**config.mk**
```make
export PLATFORM = sky130hd
export DESIGN_NAME = uart_tx_fifo_flat
export DESIGN_NICKNAME = d
export VERILOG_FILES = /design/src/rtl/uart_tx_fifo_if.sv /design/src/rtl/uart_tx_fifo.sv /design/src/flat_wrapper.sv
export SDC_FILE = /design/constraint.sdc
export NUM_CORES = 1
export LEC_CHECK = 0
export ABC_CLOCK_PERIOD_IN_PS = 2400
export CORE_MARGIN = 3
export CORE_UTILIZATION = 35
export CTS_CLUSTER_SIZE = 40
export DETAILED_ROUTE_END_ITERATION = 7
export PLACE_DENSITY = 0.61
export SLEW_MARGIN = 20
export SYNTH_ARGS = -nofsm -noshare
export SYNTH_HDL_FRONTEND = slang
export SYNTH_SLANG_ARGS = --single-unit
```
**constraint.sdc**
```tcl
create_clock -name i_Clock -period 2.4 [get_ports i_Clock]
set_input_delay 0.36 -clock i_Clock [delete_from_list [all_inputs] [get_ports i_Clock]]
set_output_delay 0.36 -clock i_Clock [all_outputs]
set_load 0.05 [all_outputs]
```
**src/rtl/uart_tx_fifo_if.sv**
```systemverilog
// Write-side bus of the buffered UART transmitter.
// The producer (master) pushes bytes and watches FIFO status.
// The transmitter (slave) accepts bytes and reports status.
interface uart_tx_fifo_if #(
    parameter int FIFO_ADDR_W = 2
);
    logic                   i_Wr_En;
    logic [7:0]             i_Wr_Byte;
    logic                   o_Full;
    logic                   o_Empty;
    logic [FIFO_ADDR_W:0]   o_Count;
    logic                   o_Overflow;

    modport master (
        output i_Wr_En,
        output i_Wr_Byte,
        input  o_Full,
        input  o_Empty,
        input  o_Count,
        input  o_Overflow
    );

    modport slave (
        input  i_Wr_En,
        input  i_Wr_Byte,
        output o_Full,
        output o_Empty,
        output o_Count,
        output o_Overflow
    );
endinterface

```
**src/rtl/uart_tx_fifo.sv**
```systemverilog
// Buffered UART transmitter: bytes pushed into a small FIFO are serialized
// as back-to-back 8N1 frames, LSB first. Frames are separated by exactly one
// IDLE cycle, in which the next byte is popped.
module uart_tx_fifo #(
    parameter int CLKS_PER_BIT = 104,
    parameter int FIFO_ADDR_W  = 2
) (
    input  logic          i_Clock,
    input  logic          i_Rst_n,
    uart_tx_fifo_if.slave wr_if,
    output logic          o_Tx_Serial,
    output logic          o_Tx_Active,
    output logic          o_Tx_Done
);
    localparam int DEPTH = 1 << FIFO_ADDR_W;
    localparam int CNT_W = (CLKS_PER_BIT > 1) ? $clog2(CLKS_PER_BIT) : 1;
    localparam logic [CNT_W-1:0]     CNT_LAST = CNT_W'(CLKS_PER_BIT - 1);
    localparam logic [FIFO_ADDR_W:0] DEPTH_C  = (FIFO_ADDR_W + 1)'(DEPTH);
    localparam logic [FIFO_ADDR_W:0] CNT_ONE  = (FIFO_ADDR_W + 1)'(1);
    localparam logic [FIFO_ADDR_W-1:0] PTR_ONE = FIFO_ADDR_W'(1);

    typedef enum logic [1:0] {
        IDLE,
        START,
        DATA,
        STOP
    } state_t;

    logic [7:0]             mem_q [DEPTH];
    logic [FIFO_ADDR_W-1:0] wr_ptr_q, wr_ptr_d;
    logic [FIFO_ADDR_W-1:0] rd_ptr_q, rd_ptr_d;
    logic [FIFO_ADDR_W:0]   count_q, count_d;
    logic                   overflow_q;
    logic                   wr_accept;
    logic                   pop;

    state_t                 state_q;
    logic [CNT_W-1:0]       clk_cnt_q;
    logic [2:0]             bit_idx_q;
    logic [7:0]             shift_q;
    logic                   tx_serial_q;
    logic                   tx_active_q;
    logic                   tx_done_q;

    // A write while full is dropped even if a pop happens on the same edge.
    assign wr_accept = wr_if.i_Wr_En && (count_q != DEPTH_C);
    assign pop       = (state_q == IDLE) && (count_q != '0);

    // Next-state for FIFO pointers and occupancy.
    always_comb begin
        wr_ptr_d = wr_ptr_q;
        rd_ptr_d = rd_ptr_q;
        count_d  = count_q;
        if (wr_accept) begin
            wr_ptr_d = wr_ptr_q + PTR_ONE;
        end
        if (pop) begin
            rd_ptr_d = rd_ptr_q + PTR_ONE;
        end
        case ({wr_accept, pop})
            2'b10:   count_d = count_q + CNT_ONE;
            2'b01:   count_d = count_q - CNT_ONE;
            default: count_d = count_q;
        endcase
    end

    // FIFO bookkeeping registers and the overflow pulse.
    always_ff @(posedge i_Clock or negedge i_Rst_n) begin
        if (!i_Rst_n) begin
            wr_ptr_q   <= '0;
            rd_ptr_q   <= '0;
            count_q    <= '0;
            overflow_q <= 1'b0;
        end else begin
            wr_ptr_q   <= wr_ptr_d;
            rd_ptr_q   <= rd_ptr_d;
            count_q    <= count_d;
            overflow_q <= wr_if.i_Wr_En && (count_q == DEPTH_C);
        end
    end

    // FIFO storage; stale entries are never read, so no reset is needed.
    always_ff @(posedge i_Clock) begin
        if (wr_accept) begin
            mem_q[wr_ptr_q] <= wr_if.i_Wr_Byte;
        end
    end

    // Transmit FSM with registered line, active and done outputs.
    always_ff @(posedge i_Clock or negedge i_Rst_n) begin
        if (!i_Rst_n) begin
            state_q     <= IDLE;
            clk_cnt_q   <= '0;
            bit_idx_q   <= '0;
            shift_q     <= '0;
            tx_serial_q <= 1'b1;
            tx_active_q <= 1'b0;
            tx_done_q   <= 1'b0;
        end else begin
            tx_done_q <= 1'b0;
            case (state_q)
                IDLE: begin
                    tx_serial_q <= 1'b1;
                    clk_cnt_q   <= '0;
                    bit_idx_q   <= '0;
                    if (pop) begin
                        shift_q     <= mem_q[rd_ptr_q];
                        state_q     <= START;
                        tx_serial_q <= 1'b0;
                        tx_active_q <= 1'b1;
                    end
                end
                START: begin
                    if (clk_cnt_q == CNT_LAST) begin
                        clk_cnt_q   <= '0;
                        state_q     <= DATA;
                        tx_serial_q <= shift_q[0];
                    end else begin
                        clk_cnt_q <= clk_cnt_q + CNT_W'(1);
                    end
                end
                DATA: begin
                    if (clk_cnt_q == CNT_LAST) begin
                        clk_cnt_q <= '0;
                        if (bit_idx_q == 3'd7) begin
                            state_q     <= STOP;
                            tx_serial_q <= 1'b1;
                        end else begin
                            bit_idx_q   <= bit_idx_q + 3'd1;
                            shift_q     <= {1'b0, shift_q[7:1]};
                            tx_serial_q <= shift_q[1];
                        end
                    end else begin
                        clk_cnt_q <= clk_cnt_q + CNT_W'(1);
                    end
                end
                STOP: begin
                    if (clk_cnt_q == CNT_LAST) begin
                        clk_cnt_q   <= '0;
                        state_q     <= IDLE;
                        tx_active_q <= 1'b0;
                        tx_done_q   <= 1'b1;
                    end else begin
                        clk_cnt_q <= clk_cnt_q + CNT_W'(1);
                    end
                end
                default: begin
                    state_q <= IDLE;
                end
            endcase
        end
    end

    assign wr_if.o_Count    = count_q;
    assign wr_if.o_Empty    = (count_q == '0);
    assign wr_if.o_Full     = (count_q == DEPTH_C);
    assign wr_if.o_Overflow = overflow_q;
    assign o_Tx_Serial      = tx_serial_q;
    assign o_Tx_Active      = tx_active_q;
    assign o_Tx_Done        = tx_done_q;
endmodule

```
**src/flat_wrapper.sv**
```systemverilog
// flat-port wrapper written by rule: the top's interface ports become plain ports
module uart_tx_fifo_flat 
#(
    parameter int CLKS_PER_BIT = 104,
    parameter int FIFO_ADDR_W  = 2
)
  (i_Clock, i_Rst_n, o_Tx_Serial, o_Tx_Active, o_Tx_Done, wr_if_i_Wr_En, wr_if_i_Wr_Byte, wr_if_o_Full, wr_if_o_Empty, wr_if_o_Count, wr_if_o_Overflow);
  uart_tx_fifo_if #(.FIFO_ADDR_W(FIFO_ADDR_W)) wr_if_i ();
  input  logic i_Clock;
  input  logic i_Rst_n;
  output logic o_Tx_Serial;
  output logic o_Tx_Active;
  output logic o_Tx_Done;
  input wire logic [$bits(wr_if_i.i_Wr_En)-1:0] wr_if_i_Wr_En;
  input wire logic [$bits(wr_if_i.i_Wr_Byte)-1:0] wr_if_i_Wr_Byte;
  output wire logic [$bits(wr_if_i.o_Full)-1:0] wr_if_o_Full;
  output wire logic [$bits(wr_if_i.o_Empty)-1:0] wr_if_o_Empty;
  output wire logic [$bits(wr_if_i.o_Count)-1:0] wr_if_o_Count;
  output wire logic [$bits(wr_if_i.o_Overflow)-1:0] wr_if_o_Overflow;
  assign wr_if_i.i_Wr_En = wr_if_i_Wr_En;
  assign wr_if_i.i_Wr_Byte = wr_if_i_Wr_Byte;
  assign wr_if_o_Full = wr_if_i.o_Full;
  assign wr_if_o_Empty = wr_if_i.o_Empty;
  assign wr_if_o_Count = wr_if_i.o_Count;
  assign wr_if_o_Overflow = wr_if_i.o_Overflow;
  uart_tx_fifo #(.CLKS_PER_BIT(CLKS_PER_BIT), .FIFO_ADDR_W(FIFO_ADDR_W)) u_core (.i_Clock(i_Clock), .i_Rst_n(i_Rst_n), .wr_if(wr_if_i), .o_Tx_Serial(o_Tx_Serial), .o_Tx_Active(o_Tx_Active), .o_Tx_Done(o_Tx_Done));
endmodule
```
Word-level counts from Yosys, hierarchy flattened
Memory sizes are Yosys's and may differ from the RTL's.
Index checks and enable logic that the tools add are counted.
{"block": "classes", "n_addsub": 6, "n_eq_ne": 15, "mux": 28, "n_reduce_logical": 16}
{"op": "8-bit 2-to-1 mux", "count": 3}
{"op": "8-bit case mux with 2 select lines", "count": 1}
{"op": "7-bit case mux with 2 select lines", "count": 1}
{"op": "3-bit case mux with 2 select lines", "count": 2}
{"op": "1-bit 2-to-1 mux", "count": 10}
{"op": "2-bit 2-to-1 mux", "count": 5}
{"op": "2-bit by 1-bit inequality test with 1-bit output, second input constant", "count": 5}
{"op": "3-bit AND reduction", "count": 3}
{"op": "2-bit case mux with 4 select lines", "count": 1}
{"op": "7-bit by 1-bit adder with 7-bit output, second input constant", "count": 1}
{"op": "7-bit == test, second input constant", "count": 1}
{"op": "7-bit 2-to-1 mux", "count": 1}
{"op": "3-bit by 1-bit adder with 3-bit output, second input constant", "count": 2}
{"op": "2-bit == test, second input constant", "count": 3}
{"op": "3-bit == test, second input constant", "count": 2}
{"op": "3-bit 2-to-1 mux", "count": 2}
{"op": "2-bit nonzero test", "count": 3}
{"op": "3-bit nonzero test", "count": 2}
{"op": "5-bit AND reduction", "count": 1}
{"op": "2-bit by 1-bit adder with 2-bit output, second input constant", "count": 2}
{"op": "2-bit by 1-bit == test with 1-bit output, second input constant", "count": 2}
{"op": "4-bit AND reduction", "count": 1}
{"op": "1-bit logical AND", "count": 3}
{"op": "3-bit zero test", "count": 1}
{"op": "other kinds (7)", "count": 7}
{"block": "word_totals", "regBits": 31, "mem_bits_rw": 32, "in_bits": 11, "output_inout_bits": 9, "elab_cells": 77, "mem_count": 1}
{"name": "u_core.mem_q", "words": 4, "width": 8, "rd": 1, "rd_ports_with_merged_regs": 0, "write_ports": 1, "line_no": "uart_tx_fifo.sv:29", "text": "logic [7:0] mem_q [DEPTH];"}

Depth between registers and ports, before layout
{"block": "depth", "depth_word": 4, "depth_mapped": 10, "depth_no_buf": 10}

Worst setup path before layout
Ideal clock, no wire load.
{"block": "synth_path", "path_type": "flip-flop to flip-flop", "from": "register u_core.count_q[0], in the netlist u_core.wr_if.o_Count[0]", "to": "register u_core.count_q[2], in the netlist u_core.wr_if.o_Count[2]", "t_arrival_ps": 2989, "required_ps": 2255, "setup_slack_ps": -734, "path_stages_with_launch": 9, "cell_sequence": "dfrtp_1 nor3_1 nor2b_1 ha_1 inv_1 fa_1 xor2_1 nor2_1 xor2_1"}
{"block": "synth_via", "elab_chain_cells": 4, "word_cells_on_any_way": 10, "cone_classes": "2 x add/sub; 3 x eq/ne; 1 x mux; 4 x reduce/logical"}
{"element": "start: declaration", "line_no": "uart_tx_fifo.sv:32", "text": "logic [FIFO_ADDR_W:0] count_q, count_d;"}
{"element": "start signal: assignment", "line_no": "uart_tx_fifo.sv:77", "text": "count_q <= count_d;"}
{"element": "3-bit nonzero test (*)", "line_no": "uart_tx_fifo.sv:47", "text": "assign pop = (state_q == IDLE) && (count_q != '0);"}
{"element": "1-bit logical AND (*)", "line_no": "uart_tx_fifo.sv:47"}
{"element": "net u_core.pop", "line_no": "uart_tx_fifo.sv:35", "text": "logic pop;"}
{"element": "2-bit by 1-bit == test with 1-bit output or 2-bit == test (tied branches)", "line_no": "uart_tx_fifo.sv:60", "text": "case ({wr_accept, pop})"}
{"element": "3-bit case mux with 2 select lines or 2-bit nonzero test (tied branches)"}
The timed path passes the listed nets; every way through them passes the cells marked *.
A chain may end at the register's enable or synchronous reset.

Worst setup path in the final report
{"block": "layout_path", "from": "register u_core.bit_idx_q[0]", "to": "register u_core.shift_q[2]"}
{"block": "layout_via", "elab_chain_cells": 3}
{"element": "start: declaration", "line_no": "uart_tx_fifo.sv:39", "text": "logic [2:0] bit_idx_q;"}
{"element": "start signal: assignment", "line_no": "uart_tx_fifo.sv:129", "text": "bit_idx_q <= bit_idx_q + 3'd1;"}
{"element": "3-bit == test", "line_no": "uart_tx_fifo.sv:125", "text": "if (bit_idx_q == 3'd7) begin"}
{"element": "2-bit inequality test (no line)"}
{"element": "4-bit AND reduction (no line)"}
{"element": "end signal: assignment", "line_no": "uart_tx_fifo.sv:107", "text": "shift_q <= mem_q[rd_ptr_q];"}
{"element": "end signal: assignment", "line_no": "uart_tx_fifo.sv:130", "text": "shift_q <= {1'b0, shift_q[7:1]};"}
{"element": "end: declaration", "line_no": "uart_tx_fifo.sv:40", "text": "logic [7:0] shift_q;"}
No other way between the ends.

==> flow_metrics.tcl <==
set metrics [dict create \
    status "completed" \
    clkTransAtPathRegs_ns 0.07 \
    power.total_w 0.00435 \
    gp_congestion 0.714 \
    synth_cell_types 36 \
    port_buffers 19 \
    start_kind "register" \
    drive_gt1_frac 0.265 \
    viasPerCell 4.68 \
    critPathLaunch "u_core.bit_idx_q[0]" \
    syn_area_per_cell_sq_um 15.3 \
    grt_remaining_overflow 0 \
    cts.sinks 63 \
    cp_common_cell "ha_1" \
    finalNonFillerCells 325 \
    finalHoldViolations 0 \
    yosys.area_share.simple 0.0759 \
    dieWidth_um 96.5 \
    clk_latency_ns 0.33 \
    worstPathCellList "ha_1, ha_1, or4_1, a211o_2, mux2_4" \
    fmax_ghz 0.440 \
    yosysSeqAreaShare 0.606 \
    layout.nets 243 \
    drt-total-wl_um 4490 \
    synth_warnings 0 \
    clk_path_buf_depth 2 \
    r2r_start "u_core.bit_idx_q[0]" \
    setup_tns_ns 0 \
    cts_buffers 9 \
    postRouteAntennaNets 0 \
    cp_max_fo 8 \
    start_util 0.365 \
    critPathCaptureType "register" \
    relSlewSlack 0.669 \
    drv_cap 0 \
    core_area_sq_um 7850 \
    final_common_cell "edfxtp_1" \
    drt_iter0_drc 62 \
    required_ns 2.62 \
    max_slew.worst_pin.slew_ns 0.495 \
    path_class "register to register" \
    syn-cell-area_sq_um 2870 \
    drc 0 \
    drv_slew 0 \
    cts.repair.resized 0 \
    power_density_nw_per_um2 1280 \
    avgRoutedWirePerCell_um 13.8 \
    finalCritPeriodShare 0.946 \
    synthXorXnorAreaFrac 0.0336 \
    reg2reg_slack_ns 0.13 \
    track_usage 0.112 \
    synth_top_family_by_area "multiplexers" \
    syn_inst 187 \
    synth_compound_area_frac 0.0306 \
    dp_cells 309 \
    worst_r2r_endpoint "u_core.shift_q[2]" \
    grt_setup_unrepaired "false" \
    critPathTopFamily "simple AND/OR/NAND/NOR gates" \
    critPathArrivalTime_ns 2.49 \
    multi_input_area_sq_um 1060 \
    synth_mux_area_frac 0.162 \
    synth-edff-count 32 \
    antenna_found_initial 0 \
    grt_pass1_wl_um 7620 \
    hold_path.class "input pin to asynchronous set/reset pin" \
    fill_cells 739 \
    die-area_sq_um 9310 \
    skew_ns 0.00764 \
    peakVddDrop_mv 0.600 \
    min_period_ns 2.27 \
    synthAdderAreaFrac 0.0637 \
    cts_tree "yes" \
    rows 32 \
    seq_area_sq_um 1740 \
    htreeDepth 3 \
    ys_ff_latch 63 \
    holdBufCountCts 0 \
    pin_count 20 \
    first_pass_iters 4 \
    syn_to_final_growth_pct 18.7 \
    cp_slowest_cell "or4_1" \
    die_h_um 96.5 \
    setup_violations 0 \
    diodes 0 \
    worstRegToRegCells 5 \
    synth_nets 212 \
    clockRootBuffer "clkbuf_8" \
    post_cts_buffers 0 \
    power.leakage_nw 1.37 \
    grt_max_degree 32 \
    async_reset_ff_frac 0.492 \
    max_stage_delay_ns 0.54 \
    vias 1521 \
    final_cell_mix "edfxtp_1 (32), dfrtp_1 (30), clkdlybuf4s50_1 (19)" \
    crit_buf_inv 0 \
    grt_pass1_vias 1565 \
    dp_hpwl_um 3160 \
    yosys_most_used_dff "edfxtp_1" \
]
==> per-stage QoR <==
| step | hold slack [ns] | utilization | cell area, sq um | setup WS [ns] |
|---|---|---|---|---|
| global placement | 0.438 | 0.411 | 3220 | 0.0874 |
| detailed placement | 0.456 | 0.411 | 3220 | 0.0558 |
| global route | 0.455 | 0.434 | 3400 | 0.0417 |
| CTS | 0.416 | 0.434 | 3400 | 0.0372 |
| finish | 0.412 | 0.434 | 3400 | 0.128 |
| floorplan | 0.0644 | - | 2880 | 0.000725 |
==> cell type report <==
cell class	instances	share of cell area
clock buffer	9	0.0364
clock inverter	7	0.0162
inverter	10	0.0110
multi-input combinational	106	0.313
sequential	63	0.511
tap	102	0.0375
timing repair buffer	28	0.0757
==> kinds of logic after synthesis <==
kind of cell,after synthesis
compound gates,12
fa+ha+maj,14
flops,63
mux,31
xor+xnor,11
simple gates,38
buf+inv,18
==> layer usage <==
layer	up-vias	share of wire	global-route usage
li1	739	-	-
met1	757	0.47	0.139
met2	17	0.48	0.176
met3	8	0.026	0.0302
met4	0	0.020	0.0631
met5	-	0	0
==> flip-flops by register name, indices dropped and copies added, names as in the netlist <==
name                     count
u_core.rd_ptr_q              2
u_core.mem_q                32
u_core.wr_if.o_Count         3
u_core.o_Tx_Active           1
u_core.wr_ptr_q              2
u_core.shift_q               8
u_core.o_Tx_Done             1
u_core.state_q               2
u_core.wr_if.o_Overflow      1
u_core.o_Tx_Serial           1
u_core.clk_cnt_q             7
u_core.bit_idx_q             3
==> where the power goes <==
| part | total (W) | internal [W] | leakage (nW) | switching [W] |
|---|---|---|---|---|
| combinational | 0.00183 | 0.000966 | 0.607 | 0.000862 |
| sequential | 0.00169 | 0.00147 | 0.675 | 0.000216 |
| clock | 0.000830 | 0.000386 | 0.0870 | 0.000443 |
==> cell usage after synthesis (all sizes together) (2+ instances only) <==
master	instances	share of area
a21oi	2	0.0035
a22o	3	0.0092
and2	7	0.015
and3	2	0.0048
buf	4	0.0092
clkbuf	4	0.0052
dfrtp	30	0.26
edfxtp	32	0.34
ha	13	0.057
inv	10	0.013
mux2	20	0.089
mux2i	3	0.010
mux4	8	0.063
nand2	2	0.0026
nand3	3	0.0070
nor2	6	0.0079
nor2b	5	0.011
nor3	6	0.010
nor3b	3	0.0079
nor4	2	0.0044
o21ai	2	0.0035
xnor2	6	0.018
xor2	5	0.015
==> worst max path at each step <==
stage | to | slack (ns) | cells past startpoint
6_report | u_core.shift_q[2] | 0.13 | 5
5_1_grt | wr_if_o_Empty | 0.04 | 2
4_1_cts | u_core.shift_q[3] | 0.04 | 5
3_5_place_dp | u_core.shift_q[4] | 0.06 | 5
3_3_place_gp | u_core.shift_q[7] | 0.09 | 5
2_1_floorplan | u_core.wr_if.o_Count[2] | 0.0007 | 10
No activity file was read; power rests on OpenSTA's default activity.
